--- config.mk ---
export PLATFORM = sky130hd
export DESIGN_NAME = simple_uart_tx
export DESIGN_NICKNAME = d
export VERILOG_FILES = /design/src/rtl/simple_uart_tx.sv
export SDC_FILE = /design/constraint.sdc
export NUM_CORES = 1
export LEC_CHECK = 0
export ABC_CLOCK_PERIOD_IN_PS = 4000
export CAP_MARGIN = 20
export CORE_UTILIZATION = 35
export DETAILED_ROUTE_END_ITERATION = 8
export HOLD_SLACK_MARGIN = 0.06
export PLACE_DENSITY = 0.55
export SETUP_SLACK_MARGIN = 0.02
export SYNTH_ARGS = -nofsm -noshare
export SYNTH_HDL_FRONTEND = slang
export SYNTH_SLANG_ARGS = --single-unit
--- constraint.sdc ---
create_clock -name clock -period 4 [get_ports clock]
set_input_delay 0.8 -clock clock [delete_from_list [all_inputs] [get_ports clock]]
set_output_delay 0.8 -clock clock [all_outputs]
set_load 0.02 [all_outputs]
--- src/rtl/simple_uart_tx.sv ---
// ----------------------------------------------------------------------------
// simple_uart_tx
//
// Memory-mapped 8N1 serial transmitter for the Simple CPU bus. Bytes stored to
// BASE are queued in a small FIFO and shifted out LSB first on tx. A status
// word at STATUS lets software poll for space. A store to STATUS clears the
// sticky overflow flag.
//
// Ports:
//   clock        in   1   single clock, all state changes on posedge
//   reset        in   1   asynchronous, active-low; clears all state
//   address_bus  in  16   CPU address bus
//   ram_write    in   1   CPU store strobe
//   data_in      in  16   store data; [7:0] is the byte for BASE writes
//   data_out     out 16   status readback, zero unless data_oe is high
//   data_oe      out  1   high while STATUS is being read (bus tristate enable)
//   tx           out  1   serial line, idle high
//   busy         out  1   frame on the line or bytes still queued
//
// Status word: {11'b0, overflow, full, empty, tx_active, 1'b0}
// ----------------------------------------------------------------------------
module simple_uart_tx #(
    parameter logic [15:0] BASE         = 16'hFF10,
    parameter logic [15:0] STATUS       = 16'hFF12,
    parameter int          CLKS_PER_BIT = 16,
    parameter int          DEPTH        = 8
) (
    input  logic        clock,
    input  logic        reset,
    input  logic [15:0] address_bus,
    input  logic        ram_write,
    input  logic [15:0] data_in,
    output logic [15:0] data_out,
    output logic        data_oe,
    output logic        tx,
    output logic        busy
);

    localparam int          AW          = $clog2(DEPTH);
    localparam logic [15:0] BAUD_RELOAD = 16'(CLKS_PER_BIT - 1);
    localparam logic [AW:0] PTR_ONE     = {{AW{1'b0}}, 1'b1};

    typedef enum logic [1:0] {
        IDLE  = 2'd0,
        START = 2'd1,
        DATA  = 2'd2,
        STOP  = 2'd3
    } state_t;

    state_t      state_reg, state_next;
    logic [15:0] baud_reg,  baud_next;
    logic [2:0]  bit_reg,   bit_next;
    logic [7:0]  shift_reg, shift_next;
    logic        tx_reg,    tx_next;

    // Pointers carry one extra wrap bit so full and empty are distinguishable.
    logic [AW:0] wr_ptr_reg;
    logic [AW:0] rd_ptr_reg;
    logic        overflow_reg;
    logic [7:0]  fifo_mem [DEPTH];

    logic        fifo_full;
    logic        fifo_empty;
    logic [7:0]  fifo_head;
    logic        pop;
    logic        push_req;
    logic        push_ok;
    logic        overflow_set;
    logic        overflow_clr;
    logic        tx_active;
    logic        data_hi_unused;

    // Only the low byte of a store is transmitted.
    assign data_hi_unused = ^data_in[15:8];

    assign fifo_empty = (wr_ptr_reg == rd_ptr_reg);
    assign fifo_full  = (wr_ptr_reg[AW] != rd_ptr_reg[AW]) &&
                        (wr_ptr_reg[AW-1:0] == rd_ptr_reg[AW-1:0]);
    assign fifo_head  = fifo_mem[rd_ptr_reg[AW-1:0]];

    // A pop on the same edge frees the slot, so a store to a full FIFO is
    // still accepted in that case.
    assign push_req     = ram_write && (address_bus == BASE);
    assign push_ok      = push_req && (!fifo_full || pop);
    assign overflow_set = push_req && fifo_full && !pop;
    assign overflow_clr = ram_write && (address_bus == STATUS);

    // Storage has no reset: contents are only meaningful between the pointers.
    always_ff @(posedge clock) begin
        if (push_ok) begin
            fifo_mem[wr_ptr_reg[AW-1:0]] <= data_in[7:0];
        end
    end

    always_ff @(posedge clock or negedge reset) begin
        if (!reset) begin
            wr_ptr_reg   <= '0;
            rd_ptr_reg   <= '0;
            overflow_reg <= 1'b0;
        end else begin
            if (push_ok) begin
                wr_ptr_reg <= wr_ptr_reg + PTR_ONE;
            end
            if (pop) begin
                rd_ptr_reg <= rd_ptr_reg + PTR_ONE;
            end
            // Set has priority over a simultaneous clear.
            if (overflow_set) begin
                overflow_reg <= 1'b1;
            end else if (overflow_clr) begin
                overflow_reg <= 1'b0;
            end
        end
    end

    // Transmit FSM state register
    always_ff @(posedge clock or negedge reset) begin
        if (!reset) begin
            state_reg <= IDLE;
            baud_reg  <= '0;
            bit_reg   <= '0;
            shift_reg <= '0;
            tx_reg    <= 1'b1;
        end else begin
            state_reg <= state_next;
            baud_reg  <= baud_next;
            bit_reg   <= bit_next;
            shift_reg <= shift_next;
            tx_reg    <= tx_next;
        end
    end

    // Transmit FSM next-state logic. Each bit ends on the edge where the baud
    // counter reads zero, giving CLKS_PER_BIT cycles per bit.
    always_comb begin
        state_next = state_reg;
        baud_next  = baud_reg;
        bit_next   = bit_reg;
        shift_next = shift_reg;
        tx_next    = tx_reg;
        pop        = 1'b0;

        case (state_reg)
            IDLE: begin
                tx_next = 1'b1;
                if (!fifo_empty) begin
                    pop        = 1'b1;
                    shift_next = fifo_head;
                    tx_next    = 1'b0;
                    baud_next  = BAUD_RELOAD;
                    state_next = START;
                end
            end
            START: begin
                if (baud_reg == 16'd0) begin
                    tx_next    = shift_reg[0];
                    bit_next   = 3'd0;
                    baud_next  = BAUD_RELOAD;
                    state_next = DATA;
                end else begin
                    baud_next = baud_reg - 16'd1;
                end
            end
            DATA: begin
                if (baud_reg == 16'd0) begin
                    baud_next = BAUD_RELOAD;
                    if (bit_reg == 3'd7) begin
                        tx_next    = 1'b1;
                        state_next = STOP;
                    end else begin
                        shift_next = {1'b0, shift_reg[7:1]};
                        tx_next    = shift_reg[1];
                        bit_next   = bit_reg + 3'd1;
                    end
                end else begin
                    baud_next = baud_reg - 16'd1;
                end
            end
            STOP: begin
                if (baud_reg == 16'd0) begin
                    // Chain straight into the next start bit with no idle gap.
                    if (!fifo_empty) begin
                        pop        = 1'b1;
                        shift_next = fifo_head;
                        tx_next    = 1'b0;
                        baud_next  = BAUD_RELOAD;
                        state_next = START;
                    end else begin
                        state_next = IDLE;
                    end
                end else begin
                    baud_next = baud_reg - 16'd1;
                end
            end
            default: begin
                state_next = IDLE;
                tx_next    = 1'b1;
            end
        endcase
    end

    assign tx_active = (state_reg != IDLE);
    assign tx        = tx_reg;
    assign busy      = tx_active || !fifo_empty;

    assign data_oe  = (address_bus == STATUS) && !ram_write;
    assign data_out = data_oe ? {11'b0, overflow_reg, fifo_full, fifo_empty, tx_active, 1'b0}
                              : 16'h0000;

endmodule

==> results.toml <==
[critical_path]
worstReg2RegEnd = "fifo_mem[2][1]"
ff2ff_setup_slack_ns = 1.03
crit_arrival_ns = 3.04
critPathLaunch = "address_bus[0]"
r2r_cells = 8
path_class = "in -> out"
critPathCaptureType = "output port"
worst_ep_required_time_ns = 3.20
cp-start-kind = "input pin"
endpoint = "data_out[4]"
rr_startpoint = "baud_reg[0]"
worstPathMaxFanout = 4

[global_route]
grtUsageMet1_pct = 18.4
antenna_found_initial = 0
busiest_layer = "met2"
grtUsageMet3_pct = 4.45
first_global_vias = 3041
grt_pass1_wl_um = 16300
grt.overflow.total = 0
met2_usage_pct = 24.7
grt_max_degree = 40
grt_usage_pct = 14.8

[sta]
setup_viol = 0
fin_crit_sh_pct = 95.9
finalHoldViolCount = 0
fin_worst_skew_ns = 0.00767
slew_headroom_pct = 38.9
tightest_slew_ns = 0.916
fmax_ghz = 0.261
period_minus_slack_ns = 3.84
tns_ns = 0
grt_setup_unrepaired = "no"
drv_slew = 0

[final_layout]
nFillCells = 1296
largest_register_ffs = 64
seq_area_sq_um = 2900
multi_input_area_sq_um = 1970
drive_gt1_share_pct = 19.3
num_antenna_cells = 0
finalNetCount = 457
areaGrowthSynthToFinish_pct = 16.4

[pwr]
p_leak_uw = 0.00217
ir_drop_uv = 373
power_uw = 4030
p_per_area_nw_per_um2 = 689

[routing]
finalWirelength_um = 10000
drc_errors = 0
vias = 3084
viasPerCell = 5.18
drtIter0Drc = 185
firstDrtPassIters = 6
wire_per_inst_um = 16.9
ant_nets = 0

[clock_network]
hold_buffers = 0
clk_pin_slew_ns = 0.07
clk_latency_ns = 0.35
cts_resized = 0
numCtsBuffers = 9
cts_buffer_depth = 2
cts_tree = "done"
cts-root-buf = "clkbuf_16"
h-tree-depth = 3
cts_setup_buffers = 0
cts.sinks = 103

[die]
rows = 43
die_height_um = 122
ios = 54
core-area_sq_um = 13900
dieArea_sq_um = 14800
start_util_pct = 36.0
die_x_um = 122

[status]
run_status = "completed"

[synth]
yosysTopAreaCellShare_pct = 38.3
synth-seq-cells = 103
synth_warnings = 0
synth_edf_count = 64
syn_avg_cell_area_sq_um = 13.6
synthArstFlopShare_pct = 37.9
syn_area_sq_um = 5020
synth_area_leader_cell = "edfxtp_1"
seq_area_frac_synth_pct = 57.7
synthTopCellsByArea = "edfxtp_1 38%, dfrtp_1 19%, mux4_2 7.2%, ha_1 2.7%, mux2_2 2.5%"
synth_cells = 368
synth_cell_types = 66
synthFlopType = "edfxtp_1"

[hold_path]
min_from = "rd_ptr_reg[3]"
hp-class = "reg -> reg"

[place]
portBuffers = 33
dpl.hpwl_um = 6820
place_congestion = 0.792

[run]
maxCapViolations = 0
## stage by stage
stage                     hold slack (ns)  area [sq um]  setup WS, ns  util (%)  std cells
after floorplan                     0.460          5060         0.936         -        379
after global placement              0.475          5570         0.157      40.0        580
after CTS                           0.501          5850         0.151      42.0        595
after detailed placement            0.487          5570         0.153      40.0        580
final                               0.495          5850         0.165      42.0        595
after global routing                0.526          5850        0.0420      42.0        595
## final cells by class
class	count	share of cell area (%)
inverters	10	0.642
flip-flops and latches	103	49.6
clock buffers	10	3.92
well taps	180	3.85
clock inverters	5	0.749
repair buffers	48	7.49
multi-input cells	239	33.8
## worst max-delay path: stages
cell and delay, ns:
clkdlybuf4s50_1 0.39, or4_1 0.53, nor4_2 0.33, nand3b_1 0.18, inv_1 0.10, and2_1 0.12
clkdlybuf4s50_1 0.59
## power breakdown
part	leakage [uW]	internal (uW)	switching, uW
clock	0.000127	426	395
sequential	0.00108	1290	171
combinational	0.000966	782	957
total	0.00217	2500	1520
## cell usage in the layout, fill, tap and decap left out, types with 3 or more instances in the layout
cell	n
nor2_1	23
nand4_1	10
conb_1	12
edfxtp_1	64
o211ai_1	3
a31oi_1	4
clkdlybuf4s50_1	32
and2_1	4
mux2i_1	8
nand2_1	23
mux4_2	16
or4_2	3
and4b_1	3
buf_4	15
nor4_1	4
inv_1	10
o21ai_0	15
a21oi_1	12
dfrtp_1	38
xnor2_1	6
nand3_1	9
ha_1	11
mux2_2	11
or3_1	4
xor2_1	11
clkbuf_16	9
## cells by family after synthesis
group	synth area share, %
buffers and inverters	3.81
XOR/XNOR	2.96
other	0.0747
multiplexers	11.5
AO/OA/AOI/OAI	7.40
AND/OR/NAND/NOR	13.8
adder cells (fa/ha/maj)	2.74
flip-flops	57.7
## metal layers
layer | part of all wire, % | vias to the layer above
met1 | 45 | 1559
met5 | 0 | -
li1 | - | 1471
met2 | 50 | 46
met4 | 1.3 | 0
met3 | 3.3 | 8
## synth_stat cells, types with 2 or more instances
cell type and number:
nor4_1 4, mux4_2 16, nand3b_1 2, o21ai_0 15, xor2_1 11, and4b_1 3, nand3_1 9, and3b_1 2
a2111oi_2 2, nand4b_1 2, dfrtp_1 38, a21oi_1 12, o32ai_1 2, nor4_4 2, or3_1 4, edfxtp_1 64
nand4_1 10, clkbuf_1 8, o22ai_1 2, nor3_1 2, o211ai_1 3, a21bo_2 2, buf_2 5, nor2_1 23
or4_2 3, a31oi_1 4, xnor2_1 6, nor3b_1 2, ha_1 11, nand2_1 23, and2_1 4, inv_1 10
buf_4 12, mux2_2 11, mux2i_1 8
## how the worst min path moves through the flow
stage               cells past startpoint  slack [ns]             to
floorplan                               1        0.46  wr_ptr_reg[3]
global route                            1        0.53  wr_ptr_reg[3]
finish                                  1        0.50  rd_ptr_reg[3]
detailed placement                      1        0.49  rd_ptr_reg[3]
global placement                        1        0.48     bit_reg[1]
CTS                                     1        0.50  rd_ptr_reg[3]
No activity file was read; power rests on OpenSTA's default activity.
